### src/rtl/memory_arbiter.sv
// rtl/memory_arbiter.sv - I/D cache arbiter and burst sequencer for the shared memory port
// Optional feature: define MEMORY_ARBITER_DCACHE_PRIO_EN for fixed D-cache priority (default: round-robin).
module memory_arbiter #(
  parameter int ADDR_WIDTH = 32,
  parameter int DATA_WIDTH = 32,
  parameter int BURST_LEN  = 4,
  parameter int BEAT_W     = $clog2(BURST_LEN)
) (
  input  logic                  clk_25mhz,
  input  logic                  rst_n,
  input  logic                  i_req,
  input  logic                  i_we,
  input  logic [ADDR_WIDTH-1:0] i_addr,
  input  logic [DATA_WIDTH-1:0] i_wdata,
  output logic                  i_gnt,
  output logic                  i_valid,
  output logic [DATA_WIDTH-1:0] i_rdata,
  output logic                  i_done,
  input  logic                  d_req,
  input  logic                  d_we,
  input  logic [ADDR_WIDTH-1:0] d_addr,
  input  logic [DATA_WIDTH-1:0] d_wdata,
  output logic                  d_gnt,
  output logic                  d_valid,
  output logic [DATA_WIDTH-1:0] d_rdata,
  output logic                  d_done,
  output logic [BEAT_W-1:0]     beat,
  output logic                  mem_req,
  output logic                  mem_we,
  output logic [ADDR_WIDTH-1:0] mem_addr,
  output logic [DATA_WIDTH-1:0] mem_wdata,
  input  logic [DATA_WIDTH-1:0] mem_rdata,
  input  logic                  mem_ack
);

  typedef enum logic [1:0] {ST_IDLE, ST_BURST, ST_DONE} state_t;

  localparam logic [BEAT_W-1:0] LAST_BEAT = BEAT_W'(BURST_LEN - 1);

  state_t                  state_q, state_d;
  logic [BEAT_W-1:0]       beat_q, beat_d;
  logic                    we_q, we_d;
  logic [ADDR_WIDTH-1:0]   addr_q, addr_d;
  logic                    own_q, own_d;       // burst owner: 1 = data cache
  logic                    i_valid_q, i_valid_d;
  logic                    d_valid_q, d_valid_d;
  logic [DATA_WIDTH-1:0]   i_rdata_q, i_rdata_d;
  logic [DATA_WIDTH-1:0]   d_rdata_q, d_rdata_d;
  logic                    pick_d;             // arbitration result: data cache wins
  logic                    final_ack;

  assign final_ack = (state_q == ST_BURST) && mem_ack && (beat_q == LAST_BEAT);

`ifdef MEMORY_ARBITER_DCACHE_PRIO_EN
  // Fixed priority: the data cache always wins a tie.
  always_comb pick_d = d_req;
`else
  logic last_q, last_d;                        // 1 = data cache was granted last

  // Round-robin: on a tie the requester not granted last wins.
  always_comb pick_d = d_req && (!i_req || !last_q);

  // Remember the owner of each completed burst.
  always_comb begin
    last_d = last_q;
    if (final_ack) last_d = own_q;
  end

  // Round-robin history register; resets to D so I wins the first tie.
  always_ff @(posedge clk_25mhz or negedge rst_n) begin
    if (!rst_n) last_q <= 1'b1;
    else        last_q <= last_d;
  end
`endif

  // State and datapath registers.
  always_ff @(posedge clk_25mhz or negedge rst_n) begin
    if (!rst_n) begin
      state_q   <= ST_IDLE;
      beat_q    <= '0;
      we_q      <= 1'b0;
      addr_q    <= '0;
      own_q     <= 1'b0;
      i_valid_q <= 1'b0;
      d_valid_q <= 1'b0;
      i_rdata_q <= '0;
      d_rdata_q <= '0;
    end else begin
      state_q   <= state_d;
      beat_q    <= beat_d;
      we_q      <= we_d;
      addr_q    <= addr_d;
      own_q     <= own_d;
      i_valid_q <= i_valid_d;
      d_valid_q <= d_valid_d;
      i_rdata_q <= i_rdata_d;
      d_rdata_q <= d_rdata_d;
    end
  end

  // Next-state: grant in IDLE, step beats on ack in BURST, single DONE cycle.
  always_comb begin
    state_d   = state_q;
    beat_d    = beat_q;
    we_d      = we_q;
    addr_d    = addr_q;
    own_d     = own_q;
    i_valid_d = 1'b0;
    d_valid_d = 1'b0;
    i_rdata_d = i_rdata_q;
    d_rdata_d = d_rdata_q;
    case (state_q)
      ST_IDLE: begin
        if (i_req || d_req) begin
          own_d   = pick_d;
          we_d    = pick_d ? d_we : i_we;
          addr_d  = pick_d ? d_addr : i_addr;
          beat_d  = '0;
          state_d = ST_BURST;
        end
      end
      ST_BURST: begin
        if (mem_ack) begin
          if (own_q) begin
            d_rdata_d = mem_rdata;
            d_valid_d = 1'b1;
          end else begin
            i_rdata_d = mem_rdata;
            i_valid_d = 1'b1;
          end
          beat_d = beat_q + 1'b1;
          if (beat_q == LAST_BEAT) state_d = ST_DONE;
        end
      end
      ST_DONE: state_d = ST_IDLE;
      default: state_d = ST_IDLE;
    endcase
  end

  assign mem_req   = (state_q == ST_BURST);
  assign mem_we    = mem_req && we_q;
  assign mem_addr  = mem_req ? (addr_q + ADDR_WIDTH'(beat_q)) : '0;
  assign mem_wdata = !mem_req ? '0 : (own_q ? d_wdata : i_wdata);
  assign beat      = beat_q;
  assign i_gnt     = (state_q != ST_IDLE) && !own_q;
  assign d_gnt     = (state_q != ST_IDLE) && own_q;
  assign i_done    = (state_q == ST_DONE) && !own_q;
  assign d_done    = (state_q == ST_DONE) && own_q;
  assign i_valid   = i_valid_q;
  assign d_valid   = d_valid_q;
  assign i_rdata   = i_rdata_q;
  assign d_rdata   = d_rdata_q;

endmodule
### config.mk
export PLATFORM = sky130hd
export DESIGN_NAME = memory_arbiter
export DESIGN_NICKNAME = d
export VERILOG_FILES = /design/src/rtl/memory_arbiter.sv
export SDC_FILE = /design/constraint.sdc
export NUM_CORES = 1
export LEC_CHECK = 0
export CELL_PAD_IN_SITES_DETAIL_PLACEMENT = 1
export CELL_PAD_IN_SITES_GLOBAL_PLACEMENT = 1
export CORE_MARGIN = 2
export CORE_UTILIZATION = 29
export CTS_CLUSTER_SIZE = 28
export DETAILED_ROUTE_END_ITERATION = 10
export PLACE_DENSITY_LB_ADDON = 0.05
export REMOVE_ABC_BUFFERS = 1
export SLEW_MARGIN = 20
export SYNTH_ARGS = -nofsm -noshare
export SYNTH_HDL_FRONTEND = slang
export SYNTH_SLANG_ARGS = --single-unit
### constraint.sdc
create_clock -name clk_25mhz -period 3.36 [get_ports clk_25mhz]
set_clock_uncertainty 0.05 [all_clocks]
set_input_delay 0.672 -clock clk_25mhz [delete_from_list [all_inputs] [get_ports clk_25mhz]]
set_output_delay 0.672 -clock clk_25mhz [all_outputs]
set_load 0.05 [all_outputs]
==> results.json, run 1 <==
{
  "p_leak_nw": 3.84,
  "maxCapViolCount": 0,
  "drt_iter0_drc": 111,
  "wl_per_cell_um": 18.6,
  "num_rows": 50,
  "initial_core_util": 0.296,
  "pwr-share-seq": 0.215,
  "drtAntennaViolNets": 0,
  "fmax_mhz": 303,
  "clock-sinks": 105,
  "yosysMostFrequentCell": "dfrtp_1",
  "power.switching_mw": 6.12,
  "via_per_inst": 4.88,
  "worst_path_most_repeated_cell": "a21oi_1",
  "worstMarginPinSlew_ns": 0.924,
  "crit_fanout": 19,
  "hold_viol": 0,
  "reg2reg_depth": 5,
  "slew_headroom": 0.383,
  "clk_pin_slew_ns": 0.08,
  "tns_ns": 0,
  "rsz0062_at_grt": "true",
  "busiest_layer": "met2",
  "worst-setup-path-type": "reg -> out",
  "synth_edf_count": 0,
  "globalplace.congestion": 0.761,
  "synth.distinct_cells": 44,
  "use_met1": 0.219,
  "grt_usage": 0.189,
  "status": "finished clean",
  "dpl_cell_area_sq_um": 9070,
  "vias": 5144,
  "final_area_sq_um": 9450,
  "critPathMaxStageDelay_ns": 0.45,
  "tritoncts": "yes",
  "die-area_sq_um": 20300,
  "crit_chain": "ha_1 -> a21oi_1 -> or3_4 -> or4_1 -> a21oi_1 -> buf_12",
  "ctsRootBufferMaster": "clkbuf_16",
  "start_kind": "flip-flop",
  "synth.avg_cell_area_sq_um": 10.6,
  "io_pins": 305,
  "yosysTopAreaCell": "dfrtp_1",
  "fin_crit_sh": 0.983,
  "power_frac_comb": 0.696,
  "syn_inst": 525,
  "drive_gt1_frac": 0.191,
  "synth_common_cells": "104 x dfrtp_1, 81 x nor2_1, 66 x mux2_2, 66 x mux2i_1, 52 x a21oi_1",
  "dp_hpwl_um": 15100,
  "cts_made_buffers": 9,
  "critPathSlowestCell": "dfrtp_1",
  "drcViolationCount": 0,
  "power-per-cell-area_nw_per_um2": 1230,
  "grt_pass1_wl_um": 30100,
  "cp-end-kind": "output port",
  "cts_buffer_depth": 2,
  "dp_slack_ns": 0.149,
  "synth_area_sq_um": 5560,
  "ys_ff_latch": 105,
  "ys_async_sr_fraction": 1.00,
  "grt_remaining_overflow": 0,
  "diodes": 0,
  "drv_slew": 0,
  "insertion_delay_ns": 0.35,
  "yosys-top-cells-area": "dfrtp_1 47%, mux2_2 13%, mux2i_1 12%",
  "antenna_found_initial": 0,
  "core_area_sq_um": 18800,
  "syn2layout_area_growth_pct": 69.8,
  "drtPass1Iterations": 4,
  "period_needed_ns": 3.30,
  "synth_top_area_frac": 0.468,
  "power_frac_clock": 0.089,
  "ir_drop_v": 0.000730,
  "wl_um": 19600,
  "utilization": 0.504,
  "first_global_vias": 5513,
  "grt.met3_usage": 0.0633,
  "grt_max_degree": 57,
  "portBuffers": 304,
  "min_path_type": "in -> async",
  "nets": 987,
  "setup_viol": 0,
  "die_y_um": 143,
  "h-tree-depth": 3,
  "postLayoutSetupSlackWorst_ns": 0.0573,
  "placed_cells": 1036,
  "cts_hold_buf": 0,
  "yosysSeqAreaShare": 0.472,
  "worstReg2RegEnd": "d_rdata[23]$_DFFE_PN0P_",
  "power.share.switching": 0.527,
  "worstReg2RegStart": "state_q[1]$_DFFE_PN0P_",
  "grt_use_met2": 0.336,
  "synth_ff_type": "dfrtp_1",
  "yosysWarningCount": 0,
  "regToRegSetupSlack_ns": 0.80,
  "instances_no_fill": 1055,
  "required_ns": 2.64,
  "die-width_um": 143,
  "intPower_mw": 5.49,
  "worstPathArrival_ns": 2.58
}
flip-flops by register name, summed over array words and instances (netlist names):
register,flops
i_rdata,32
own_q,1
i_valid,1
beat,2
state_q,2
d_valid,1
we_q,1
last_q,1
addr_q,32
d_rdata,32
cell usage in the layout (no fill, tap or decap), drive strengths merged, types with 3 or more instances in the layout:
cell type and n:
nand4 6, dfrtp 104, mux2i 66, mux2 66, inv 9, o31ai 12
xnor2 6, or2 3, o21ai 4, or3 4, nand3 13, a21oi 52
clkdlybuf4s50 272, ha 3, clkbuf 9, buf 44, nand2 14, and4 5
or4 15, xor2 5, and2 3, nor2 81
per-stage QoR:
| stage | hold WS [ns] | total power, mW |
|---|---|---|
| after global placement | 0.438 | 10.4 |
| after detailed placement | 0.445 | 10.6 |
| after CTS | 0.318 | 11.7 |
| final | 0.291 | 11.6 |
| after floorplan | 0.326 | 7.38 |
| after global routing | 0.333 | 12.2 |
power groups by stage:
stage / clock [mW] / combinational, mW / sequential, mW
4_1_cts: 1.07 / 8.12 / 2.49
2_1_floorplan: 0 / 3.53 / 3.85
3_5_place_dp: 0 / 8.06 / 2.51
5_1_grt: 1.12 / 8.46 / 2.60
3_3_place_gp: 0 / 7.95 / 2.46
6_report: 1.03 / 8.07 / 2.50
worst max-delay path by stage:
stage                   startpoint               endpoint
3_3_place_gp   beat[0]$_DFFE_PN0P_           mem_addr[26]
6_report       beat[1]$_DFFE_PN0P_           mem_addr[23]
4_1_cts        beat[0]$_DFFE_PN0P_           mem_addr[24]
5_1_grt        beat[0]$_DFFE_PN0P_           mem_addr[26]
3_5_place_dp   beat[0]$_DFFE_PN0P_           mem_addr[26]
2_1_floorplan                d_req  addr_q[0]$_DFFE_PN0P_
worst max-delay path: cells and delay by family (launching register included):
| kind | cells | cell delay [ns] |
|---|---|---|
| AO/OA/AOI/OAI | 2 | 0.36 |
| flip-flops | 1 | 0.45 |
| buffers and inverters | 1 | 0.18 |
| adder cells (fa/ha/maj) | 1 | 0.35 |
| AND/OR/NAND/NOR | 2 | 0.89 |
logic make-up after synthesis:
logic type,count (synthesis),synth area share
AO/OA/AOI/OAI,75,0.0765
AND/OR/NAND/NOR,156,0.139
XOR/XNOR,11,0.0173
buffers and inverters,42,0.0317
adder cells (fa/ha/maj),4,0.0103
multiplexers,132,0.252
flip-flops,105,0.472
repair_timing:
action / CTS / global route
pin swaps: 1 / 3
resized for setup: 6 / 14
gates cloned: 0 / 1
endpoints found under the setup margin: 18 / 27
buffers inserted: 1 / 1
hold endpoints to repair: 0 / 0
final cells by class:
type,instances,area [sq um]
Fill cell,2027,9320
Timing Repair Buffer,316,3350
Multi-Input combinational cell,379,2870
Sequential cell,105,2630
Tap cell,234,293
Clock buffer,9,225
Clock inverter,7,60.1
Inverter,5,18.8
layer usage:
metal	vias up	share of wire
met5	-	0
met2	178	0.50
met3	16	0.081
li1	2449	-
met1	2501	0.40
met4	0	0.011
Note: power is estimated with default switching activity, not from simulation.
==> inputs of run 2 (changes only) <==
--- a/config.mk
+++ b/config.mk
@@ -13,6 +13,7 @@
 export DETAILED_ROUTE_END_ITERATION = 10
 export PLACE_DENSITY_LB_ADDON = 0.05
 export REMOVE_ABC_BUFFERS = 1
+export SKIP_CTS_REPAIR_TIMING = 1
 export SLEW_MARGIN = 20
 export SYNTH_ARGS = -nofsm -noshare
 export SYNTH_HDL_FRONTEND = slang
==> results.json, run 2 (synthesis gave the netlist of run 1 again) <==
{
  "fmax_mhz": 303,
  "worst-setup-path-type": "reg -> out",
  "first_global_vias": 5494,
  "drtAntennaViolNets": 0,
  "maxCapViolCount": 0,
  "critPathBufInv": 1,
  "drv_slew": 0,
  "drt_iter0_drc": 130,
  "regToRegSetupSlack_ns": 0.80,
  "drive_gt1_frac": 0.190,
  "clock-sinks": 105,
  "syn2layout_area_growth_pct": 69.9,
  "wl_per_cell_um": 18.6,
  "rsz0062_at_grt": "true",
  "wl_um": 19500,
  "p_leak_nw": 3.84,
  "grt_usage": 0.189,
  "critPathTopFamily": "simple AND/OR/NAND/NOR gates",
  "grt_pass1_wl_um": 30100,
  "worst_path_most_repeated_cell": "a21oi_1",
  "via_per_inst": 4.88,
  "worstPathArrival_ns": 2.58,
  "nets": 985,
  "ctsRootBufferMaster": "clkbuf_16",
  "min_path_type": "in -> async",
  "ir_drop_v": 0.000730,
  "initial_core_util": 0.296,
  "h-tree-depth": 3,
  "final_common_cell": "clkdlybuf4s50_1",
  "globalplace.congestion": 0.761,
  "die_y_um": 143,
  "cts_buffer_depth": 2,
  "hold_viol": 0,
  "vias": 5135,
  "io_pins": 305,
  "diodes": 0,
  "drcViolationCount": 0,
  "instances_no_fill": 1053,
  "slew_headroom": 0.385,
  "crit_chain": "ha_1 -> a21oi_1 -> or3_4 -> or4_1 -> a21oi_1 -> buf_12",
  "tritoncts": "yes",
  "layout_common_cells": "272 x clkdlybuf4s50_1, 102 x dfrtp_1, 80 x nor2_1",
  "worstMarginPinSlew_ns": 0.921,
  "core_area_sq_um": 18800,
  "die-area_sq_um": 20300,
  "grt_max_degree": 57,
  "period_needed_ns": 3.30,
  "required_ns": 2.64,
  "critPathMaxStageDelay_ns": 0.45,
  "reg2reg_depth": 5,
  "cp-startpoint": "beat[1]$_DFFE_PN0P_",
  "cp-end-kind": "output port",
  "num_rows": 50,
  "drtPass1Iterations": 4,
  "insertion_delay_ns": 0.35,
  "crit_fanout": 19,
  "antenna_found_initial": 0,
  "dp_hpwl_um": 15100,
  "utilization": 0.504,
  "grt_remaining_overflow": 0,
  "setup_viol": 0,
  "clk_pin_slew_ns": 0.08,
  "worstReg2RegEnd": "d_rdata[23]$_DFFE_PN0P_",
  "placed_cells": 1036,
  "start_kind": "flip-flop",
  "worstReg2RegStart": "state_q[1]$_DFFE_PN0P_",
  "critPathSlowestCell": "dfrtp_1",
  "status": "finished clean",
  "cts_made_buffers": 9,
  "power-per-cell-area_nw_per_um2": 1230,
  "fin_crit_sh": 0.983,
  "die-width_um": 143,
  "portBuffers": 304
}
run 2: worst max-delay path by stage:
stage                             to  cells past startpoint
2_1_floorplan  addr_q[0]$_DFFE_PN0P_                      3
3_3_place_gp            mem_addr[26]                      7
3_5_place_dp            mem_addr[26]                      7
4_1_cts                 mem_addr[26]                      7
5_1_grt                 mem_addr[23]                      6
6_report                mem_addr[23]                      6
run 2: cell type report:
cell class / count / area, sq um
Timing Repair Buffer: 315 / 3350
Sequential cell: 105 / 2630
Clock inverter: 7 / 60.1
Fill cell: 2030 / 9320
Tap cell: 234 / 293
Multi-Input combinational cell: 378 / 2880
Clock buffer: 9 / 225
Inverter: 5 / 18.8
run 2: power breakdown:
| part | internal [mW] | switching (mW) | total (mW) |
|---|---|---|---|
| Combinational | 3.08 | 5.00 | 8.08 |
| Clock | 0.518 | 0.511 | 1.03 |
| Sequential | 1.90 | 0.607 | 2.51 |
| Total | 5.50 | 6.12 | 11.6 |
run 2: worst reg2reg max path: cells and delay by family (launching register included):
family / cells / cell delay [ns]
buffers and inverters: 2 / 0.33
multiplexers: 1 / 0.59
AND/OR/NAND/NOR: 2 / 1.08
flip-flops: 1 / 0.40
run 2: routing by layer:
metal / global-route usage / routed length, um / vias up
li1: - / - / 2448
met4: 0.0469 / 231 / 0
met1: 0.219 / 7890 / 2501
met2: 0.335 / 9860 / 170
met3: 0.0633 / 1560 / 16
met5: 0 / 0 / -
run 2: per-stage QoR:
step	hold slack (ns)	cell area, sq um	setup TNS (ns)	power (mW)	worst slack (ns)
2_1_floorplan	0.326	5410	-81.20	7.38	-1.53
3_3_place_gp	0.438	9070	0	10.4	0.195
6_report	0.290	9450	0	11.6	0.0583
3_5_place_dp	0.445	9070	0	10.6	0.149
5_1_grt	0.333	9450	-0.0118	12.2	-0.00550
4_1_cts	0.318	9350	-2.57	11.6	-0.254
